==> src/rtl/coin_acceptor.sv <==
// Coin sensor front end: two-flop synchronisers, debounce FSM and one pulse per physical coin.
// in50/in100/coin_reject/coin_err are one-cycle events with no back-pressure; the consumer samples them every cycle.
module coin_acceptor #(
  parameter int DEBOUNCE_CYCLES = 4,
  parameter int CNT_W           = 8
) (
  input  logic             clk,
  input  logic             reset,
  input  logic             coin50_raw,
  input  logic             coin100_raw,
  input  logic             accept_en,
  output logic             in50,
  output logic             in100,
  output logic             coin_reject,
  output logic             coin_err,
  output logic [CNT_W-1:0] coins_accepted,
  output logic             busy,
  output logic [1:0]       state_dbg
);

  if (DEBOUNCE_CYCLES < 2 || DEBOUNCE_CYCLES > 255) begin : g_bad_debounce
    $error("coin_acceptor: DEBOUNCE_CYCLES must be in 2..255");
  end

  typedef enum logic [1:0] {
    IDLE     = 2'd0,
    DEBOUNCE = 2'd1,
    RELEASE  = 2'd2
  } state_t;

  localparam logic [7:0] LAST = 8'(DEBOUNCE_CYCLES - 1);

  logic [1:0] sync1_q, sync2_q;
  logic [1:0] pat_q, pat_d;
  logic [7:0] cnt_q, cnt_d;
  state_t     state_q, state_d;
  logic       in50_d, in100_d, reject_d, err_d;

  always_ff @(posedge clk or negedge reset) begin
    if (!reset) begin
      sync1_q <= 2'b00;
      sync2_q <= 2'b00;
    end else begin
      sync1_q <= {coin100_raw, coin50_raw};
      sync2_q <= sync1_q;
    end
  end

  always_comb begin
    state_d  = state_q;
    cnt_d    = cnt_q;
    pat_d    = pat_q;
    in50_d   = 1'b0;
    in100_d  = 1'b0;
    reject_d = 1'b0;
    err_d    = 1'b0;
    case (state_q)
      IDLE: begin
        if (sync2_q != 2'b00) begin
          state_d = DEBOUNCE;
          pat_d   = sync2_q;
          cnt_d   = 8'd1;
        end
      end
      DEBOUNCE: begin
        if (sync2_q == 2'b00) begin
          state_d = IDLE;
          cnt_d   = 8'd0;
        end else if (sync2_q != pat_q) begin
          pat_d = sync2_q;
          cnt_d = 8'd1;
        end else if (cnt_q == LAST) begin
          // Qualify edge: the only point where accept_en matters.
          state_d = RELEASE;
          cnt_d   = 8'd0;
          if (pat_q == 2'b11) err_d = 1'b1;
          else if (!accept_en) reject_d = 1'b1;
          else if (pat_q == 2'b01) in50_d = 1'b1;
          else in100_d = 1'b1;
        end else begin
          cnt_d = cnt_q + 8'd1;
        end
      end
      RELEASE: begin
        if (sync2_q != 2'b00) begin
          cnt_d = 8'd0;
        end else if (cnt_q == LAST) begin
          state_d = IDLE;
          cnt_d   = 8'd0;
        end else begin
          cnt_d = cnt_q + 8'd1;
        end
      end
      default: begin
        state_d = IDLE;
        cnt_d   = 8'd0;
      end
    endcase
  end

  always_ff @(posedge clk or negedge reset) begin
    if (!reset) begin
      state_q        <= IDLE;
      cnt_q          <= 8'd0;
      pat_q          <= 2'b00;
      in50           <= 1'b0;
      in100          <= 1'b0;
      coin_reject    <= 1'b0;
      coin_err       <= 1'b0;
      coins_accepted <= '0;
    end else begin
      state_q     <= state_d;
      cnt_q       <= cnt_d;
      pat_q       <= pat_d;
      in50        <= in50_d;
      in100       <= in100_d;
      coin_reject <= reject_d;
      coin_err    <= err_d;
      if ((in50_d || in100_d) && (coins_accepted != {CNT_W{1'b1}}))
        coins_accepted <= coins_accepted + CNT_W'(1);
    end
  end

  assign busy      = (state_q != IDLE);
  assign state_dbg = state_q;

endmodule

==> config.mk <==
export PLATFORM = sky130hd
export DESIGN_NAME = coin_acceptor
export DESIGN_NICKNAME = d
export VERILOG_FILES = /design/src/rtl/coin_acceptor.sv
export SDC_FILE = /design/constraint.sdc
export NUM_CORES = 1
export LEC_CHECK = 0
export CAP_MARGIN = 20
export CORE_AREA = 5 5 65 67
export CTS_BUF_LIST = sky130_fd_sc_hd__clkbuf_16
export CTS_CLUSTER_DIAMETER = 50
export CTS_CLUSTER_SIZE = 25
export DETAILED_ROUTE_END_ITERATION = 6
export DIE_AREA = 0 0 70 72
export GPL_TIMING_DRIVEN = 0
export PLACE_DENSITY = 0.71
export SKIP_LAST_GASP = 1
export SLEW_MARGIN = 10
export SYNTH_ARGS = -nofsm -noshare
export SYNTH_HDL_FRONTEND = slang
export SYNTH_SLANG_ARGS = --single-unit
export TNS_END_PERCENT = 10
==> constraint.sdc <==
create_clock -name clk -period 1.8 [get_ports clk]
set_input_delay 0.18 -clock clk [delete_from_list [all_inputs] [get_ports clk]]
set_output_delay 0.18 -clock clk [all_outputs]
set_load 0.05 [all_outputs]
# Yosys cells after proc, flatten, opt, wreduce, memory -nomap -nowiden

Cells that the tools add are included.

Output and inout port bits: 15
Logic and storage cells: 77
Register bits after elaboration: 28
Bits of input ports: 5

Multiplexer cells: 42
$add $sub $neg: 2
Reductions and logical operators: 9
Equality and inequality tests: 14

Operators with widths:

| cell                                                            | number |
|---|---|
| 8-bit two-way mux                                               | 5 |
| 1-bit two-way mux                                               | 25 |
| 8-bit one-hot mux with 3 select lines                           | 1 |
| 2-bit two-way mux                                               | 9 |
| 8-bit by 1-bit adder with 8-bit output, second input constant   | 2 |
| 2-bit inequality test, second input constant                    | 5 |
| 8-bit by 2-bit == test with 1-bit output, second input constant | 1 |
| 8-bit inequality test, second input constant                    | 1 |
| 3-bit inequality test, second input constant                    | 2 |
| 2-bit one-hot mux with 3 select lines                           | 1 |
| 2-bit nonzero test                                              | 3 |
| 5-bit AND reduction                                             | 1 |
| 2-bit by 1-bit == test with 1-bit output, second input constant | 2 |
| 2-bit == test, second input constant                            | 2 |
| 2-bit logical NOT                                               | 2 |
| 2-bit one-hot mux with 2 select lines                           | 1 |
| 4-bit AND reduction                                             | 1 |
| 2-bit inequality test                                           | 1 |
| 1-bit logical AND                                               | 1 |
| 1-bit logical OR                                                | 1 |

# Depth between registers and ports, before layout

Depth after elaboration: 10
Gate-level depth with buffers: 7
Mapped depth without buffers: 6

# Worst setup path before layout

Ideal clock, no wire load.

Path type: flip-flop to flip-flop
Start: register state_q[1] (netlist: state_dbg[1])
End: register cnt_q[4]
Buffers on the path: 0
Setup slack: -154 ps
Library setup time: 83 ps
Data required time: 1717 ps
Period minus slack after synthesis: 1954 ps
Data arrival time: 1871 ps
Stages on the path, launching flop included: 6
Cells stage by stage: dfrtp_1 -> nor4b_2 -> a221oi_1 -> or2_2 -> or3_1 -> o21ai_0

Longest elaborated chain between the ends: 2
Elaborated cells between the ends (all ways): 5
Classes of those cells: eq/ne: 3; mux: 1; reduce/logical: 1

RTL lines:

| what                                                                           | RTL line | RTL |
|---|---|---|
| start: declaration                                                             | 36       | `state_t state_q, state_d;` |
| start signal: assignment                                                       | 112      | `state_q <= state_d;` |
| 2-bit == test (tied with other cells)                                          | 57       | `case (state_q)` |
| 8-bit one-hot mux with 3 select lines or 2-bit inequality test (tied branches) | --       |  |
| end signal: assignment                                                         | 113      | `cnt_q <= cnt_d;` |
| end: declaration                                                               | 35       | `logic [7:0] cnt_q, cnt_d;` |

Parallel ways exist; a longest one is shown, timed or not.
A chain may end at the register's enable or synchronous reset.

# Worst setup path after layout

Start: register sync2_q[1]
End: register coins_accepted[1]

Longest elaborated chain between the ends: 6
Elaborated cells between the ends (all ways): 10
Classes of those cells: eq/ne: 1; mux: 6; reduce/logical: 3

RTL lines:

| what                     | RTL line | RTL |
|---|---|---|
| start: declaration       | 33       | `logic [1:0] sync1_q, sync2_q;` |
| start signal: assignment | 45       | `sync2_q <= sync1_q;` |
| 2-bit inequality test    | 69       | `end else if (sync2_q != pat_q) begin` |
| 1-bit two-way mux        | 69       |  |
| 1-bit two-way mux        | 66       | `if (sync2_q == 2'b00) begin` |
| 1-bit two-way mux        | 57       |  |
| 1-bit logical OR (*)     | 119      | `if ((in50_d \|\| in100_d) && (coins_accepted != {CNT_W{1'b1}}))` |
| 1-bit logical AND (*)    | 119      |  |
| end signal: assignment   | 120      | `coins_accepted <= coins_accepted + CNT_W'(1);` |
| end: declaration         | 16       | `output logic [CNT_W-1:0] coins_accepted,` |

Mark *: on every way between the ends. The rest lies on a longest branch, timed or not.

==> impl_summary.log <==
INFO  metric result_of_the_run = complete, no violations
INFO  metric design.die.area = 5040 sq um
INFO  metric largest_net_degree_at_the_start_of_global_routing = 17
INFO  metric hold_path_class = input port to asynchronous set/reset pin
INFO  metric dieHeight = about 70 um
INFO  metric worstPathBufferInverterCount = 2
INFO  metric fraction_of_layout_cells_with_a_size_suffix_above_1 = 0.1879
INFO  metric total_neg_setup_slack = 0 ns
INFO  metric detailedPlacementHpwl = ~2100 um
INFO  metric globalRouteOverflowTotal = 0
INFO  metric routedWlPerCell = approximately 14 um
INFO  metric cts_max_path_buffers = 2
INFO  metric setup_viol = 0
INFO  metric floorplan.rows = 22
INFO  metric via_count_of_the_first_global_routing_pass = 1118
INFO  metric timing.max_cap.violations = 0
INFO  metric fp.coreArea = around 3600 sq um
INFO  metric slew_violations = 0
INFO  metric vdd_ir_drop_max = ~0.46 mV
INFO  metric grtUsageTotal = 0.1236
INFO  metric pin_count = 20
INFO  metric timing.final.hold_violations = 0
INFO  metric p_leak = approximately 0.00078 uW
INFO  metric synth_enable_flop_cells = 0
INFO  metric layout_worst_path_cycle_share = 0.9921
INFO  metric num_vias = approximately 1100
INFO  metric synthArstFlopShare = 1.000
INFO  metric route.antenna.remaining_nets = 0
INFO  metric critical_path_class = flip-flop to flip-flop
INFO  metric regToRegEndpoint = coins_accepted[1]$_DFFE_PN0P_
INFO  metric critPathArrivalTime = roughly 1.9 ns
INFO  metric cts-buffers-inserted = 3
INFO  metric grt_antenna_before_repair = 0
INFO  metric postSynthAreaPerCell = 10.20 sq um
INFO  metric power.density = approximately 810 nW/um^2
INFO  metric register_bit_total_from_synthesis = 28
INFO  metric tightest_slew = between 0.6 and 0.7 ns
INFO  metric vias_per_cell = 5.230
INFO  metric tritoncts = built
INFO  metric clk-insertion-delay-late = approximately 0.26 ns
INFO  metric final.hold.worst_slack = approximately 0.32 ns
INFO  metric die_x = about 70 um
INFO  metric global_route_wire_length_before_repair = between 5000 and 6000 um
INFO  metric place_ws = -0.2765 ns
INFO  metric placement.io_buffers = 19
INFO  metric post_cts_hold_buffer_count = 0
INFO  metric gpl.final_weighted_congestion = just under 0.8
INFO  metric final_critical_path_setup_slack = between 0.01 and 0.015 ns
INFO  metric drtIter0Drc = 62
INFO  metric worstPathCellList = buf_6 -> and4bb_1 -> a22o_1 -> and4b_1 -> buf_6 -> mux2_4
INFO  metric slew-limit-headroom = 0.5558
INFO  metric crit_path_start_kind = flip-flop
INFO  metric fill_cells = between 300 and 400
INFO  metric finalClockSkew = around 0.0033 ns
INFO  metric initial_utilization = 0.3850
INFO  metric minimum_period_implied_by_the_final_worst_setup_slack = about 1.8 ns
INFO  metric cts.htree.levels = 1
INFO  metric critical_path.top_delay_family = simple AND/OR/NAND/NOR gates
INFO  metric endpoint_kind = flip-flop
INFO  metric area_growth_syn_to_layout = 33.70%
INFO  metric syn-cell-area = 1378 sq um
INFO  metric totalPowerFinal = 1492 uW
INFO  metric r2r.worst_path.cells = 6
INFO  metric grt_setup_unrepaired = true
INFO  metric ys.warnings.count = 0
INFO  metric root_buffer = sky130_fd_sc_hd__clkbuf_16
INFO  metric required = 1.95 ns
INFO  metric num_antenna_cells = 0
INFO  metric r2r_slack = 0.01 ns
INFO  metric cts_num_sinks = 28
INFO  metric crit_slowest_cell = sky130_fd_sc_hd__dfrtp_1
INFO  metric critical-path-max-stage-delay = ~0.37 ns
INFO  metric unique_cell_type_count_in_the_yosys_netlist = 40
INFO  metric drt_first_pass_iters = 4
INFO  metric critPathMostFrequentCell = sky130_fd_sc_hd__buf_6
INFO  metric syn-instance-count = around 140
INFO  metric regToRegStartpoint = sync2_q[1]$_DFF_PN0_
INFO  metric crit_fanout = 9
INFO  metric synth.net_count = 142
INFO  metric synth-seq-area-share = 0.5086
INFO  metric finish.net_count = about 170
INFO  metric totalWireLength = roughly 3000 um
INFO  metric utilization = 0.5147
INFO  metric drcViolationCount = 0
INFO  metric max_freq = approximately 560 MHz
INFO  metric ys_dominant_reg_cell = sky130_fd_sc_hd__dfrtp_1
INFO  metric path_clk_slew = about 0.070 ns
==> power by group <==
group / internal [uW] / switching, uW / leakage, uW
Sequential: 662 / 42.9 / 0.000360
Clock: 298 / 212 / 0.0000385
Combinational: 117 / 160 / 0.000382
Total: 1080 / 415 / 0.000780
==> logic make-up after synthesis <==
group | Yosys count | share of synthesized area
AOI/OAI and AO/OA | 18 | 0.08720
DFF | 28 | 0.5086
and+or+nand+nor | 68 | 0.2861
adders and majority gates | 2 | 0.01816
buffers and inverters | 8 | 0.02634
muxes | 2 | 0.01635
xor gates and xnor gates | 9 | 0.05722
==> cell type report <==
cell class | instances | area [sq um] | area share
plain buffers | 4 | 33.78 | 0.01834
clock buffers | 3 | 75.07 | 0.04076
clock inverters | 1 | 3.754 | 0.002038
inverters | 4 | 15.01 | 0.008152
multi-input cells | 99 | 685.7 | 0.3723
flip-flops and latches | 28 | 706.9 | 0.3838
well taps | 48 | 60.06 | 0.03261
repair buffers | 26 | 261.5 | 0.1420
==> how the worst max path moves through the flow <==
stage                               from                             to  slack [ns]  cells after the start
floorplan           cnt_q[4]$_DFFE_PN0P_  coins_accepted[1]$_DFFE_PN0P_       -0.07                      5
global placement    cnt_q[4]$_DFFE_PN0P_  coins_accepted[1]$_DFFE_PN0P_       -0.24                      5
detailed placement  cnt_q[4]$_DFFE_PN0P_  coins_accepted[1]$_DFFE_PN0P_       -0.28                      5
CTS                 cnt_q[0]$_DFFE_PN0P_           cnt_q[4]$_DFFE_PN0P_       -0.14                      7
global route        cnt_q[7]$_DFFE_PN0P_  coins_accepted[4]$_DFFE_PN0P_       -0.09                      6
finish              sync2_q[1]$_DFF_PN0_  coins_accepted[1]$_DFFE_PN0P_        0.01                      6
==> state kept, by name, indices dropped and copies added, names as in the netlist <==
name and cells:
pat_q 2, sync2_q 2, coin_err 1, state_dbg 2
sync1_q 2, coins_accepted 8, coin_reject 1, cnt_q 8
in100 1, in50 1
==> cells in the mapped netlist (2+ instances only) <==
| cell type | number | share of area |
|---|---|---|
| sky130_fd_sc_hd__ha_1 | 2 | 0.018 |
| sky130_fd_sc_hd__and4b_1 | 2 | 0.015 |
| sky130_fd_sc_hd__and2_1 | 3 | 0.014 |
| sky130_fd_sc_hd__nand2b_1 | 2 | 0.0091 |
| sky130_fd_sc_hd__inv_1 | 4 | 0.011 |
| sky130_fd_sc_hd__nand2_1 | 18 | 0.049 |
| sky130_fd_sc_hd__or2_2 | 2 | 0.0091 |
| sky130_fd_sc_hd__a31oi_1 | 2 | 0.0091 |
| sky130_fd_sc_hd__nand3_1 | 9 | 0.033 |
| sky130_fd_sc_hd__xor2_1 | 2 | 0.013 |
| sky130_fd_sc_hd__buf_2 | 2 | 0.0073 |
| sky130_fd_sc_hd__nor2_1 | 9 | 0.025 |
| sky130_fd_sc_hd__nand4_1 | 3 | 0.014 |
| sky130_fd_sc_hd__nor3_1 | 4 | 0.015 |
| sky130_fd_sc_hd__a21oi_1 | 2 | 0.0073 |
| sky130_fd_sc_hd__dfrtp_1 | 28 | 0.51 |
| sky130_fd_sc_hd__nor3b_1 | 3 | 0.016 |
| sky130_fd_sc_hd__o21ai_0 | 6 | 0.022 |
| sky130_fd_sc_hd__and3_1 | 3 | 0.014 |
| sky130_fd_sc_hd__or3_1 | 3 | 0.014 |
| sky130_fd_sc_hd__xnor2_1 | 7 | 0.045 |
==> cell usage in the layout, fill, tap and decap left out, drive strengths merged, types with 3 or more instances in the layout <==
master / netlist / routed
dfrtp: 28 / 28
nand2: 18 / 18
clkdlybuf4s50: 0 / 18
buf: 3 / 10
nand3: 9 / 9
nor2: 9 / 9
xnor2: 7 / 7
o21ai: 6 / 6
nor3: 4 / 4
inv: 4 / 4
or3: 4 / 4
clkbuf: 1 / 4
nor3b: 3 / 3
and2: 3 / 3
and3: 3 / 3
nand4: 3 / 3
nor4: 3 / 3
==> repair_timing <==
item	in CTS	in global routing
gates resized for setup	3	14
buffers inserted	3	3
gates cloned	0	0
pin swaps	1	6
setup endpoints to repair	12	19
==> through the flow <==
stage / std cells / cell area (sq um)
floorplan: 135 / 1383
global placement: 202 / 1633
detailed placement: 203 / 1660
CTS: 210 / 1770
global route: 213 / 1842
finish: 213 / 1842
==> metal layers <==
layer | GRT usage | part of all wire | up-vias
met5 | 0 | 0 | -
met4 | 0.02979 | 0.0047 | 0
met3 | 0.03601 | 0.043 | 2
met2 | 0.2036 | 0.50 | 30
met1 | 0.1614 | 0.46 | 540
li1 | - | - | 542
==> worst register-to-register path: stages (launching register included) <==
cell and delay [ns]:
sky130_fd_sc_hd__dfrtp_1 0.37, sky130_fd_sc_hd__buf_6 0.14, sky130_fd_sc_hd__and4bb_1 0.30, sky130_fd_sc_hd__a22o_1 0.22, sky130_fd_sc_hd__and4b_1 0.23, sky130_fd_sc_hd__buf_6 0.12, sky130_fd_sc_hd__mux2_4 0.29
Power figures use the tool's default switching activity.
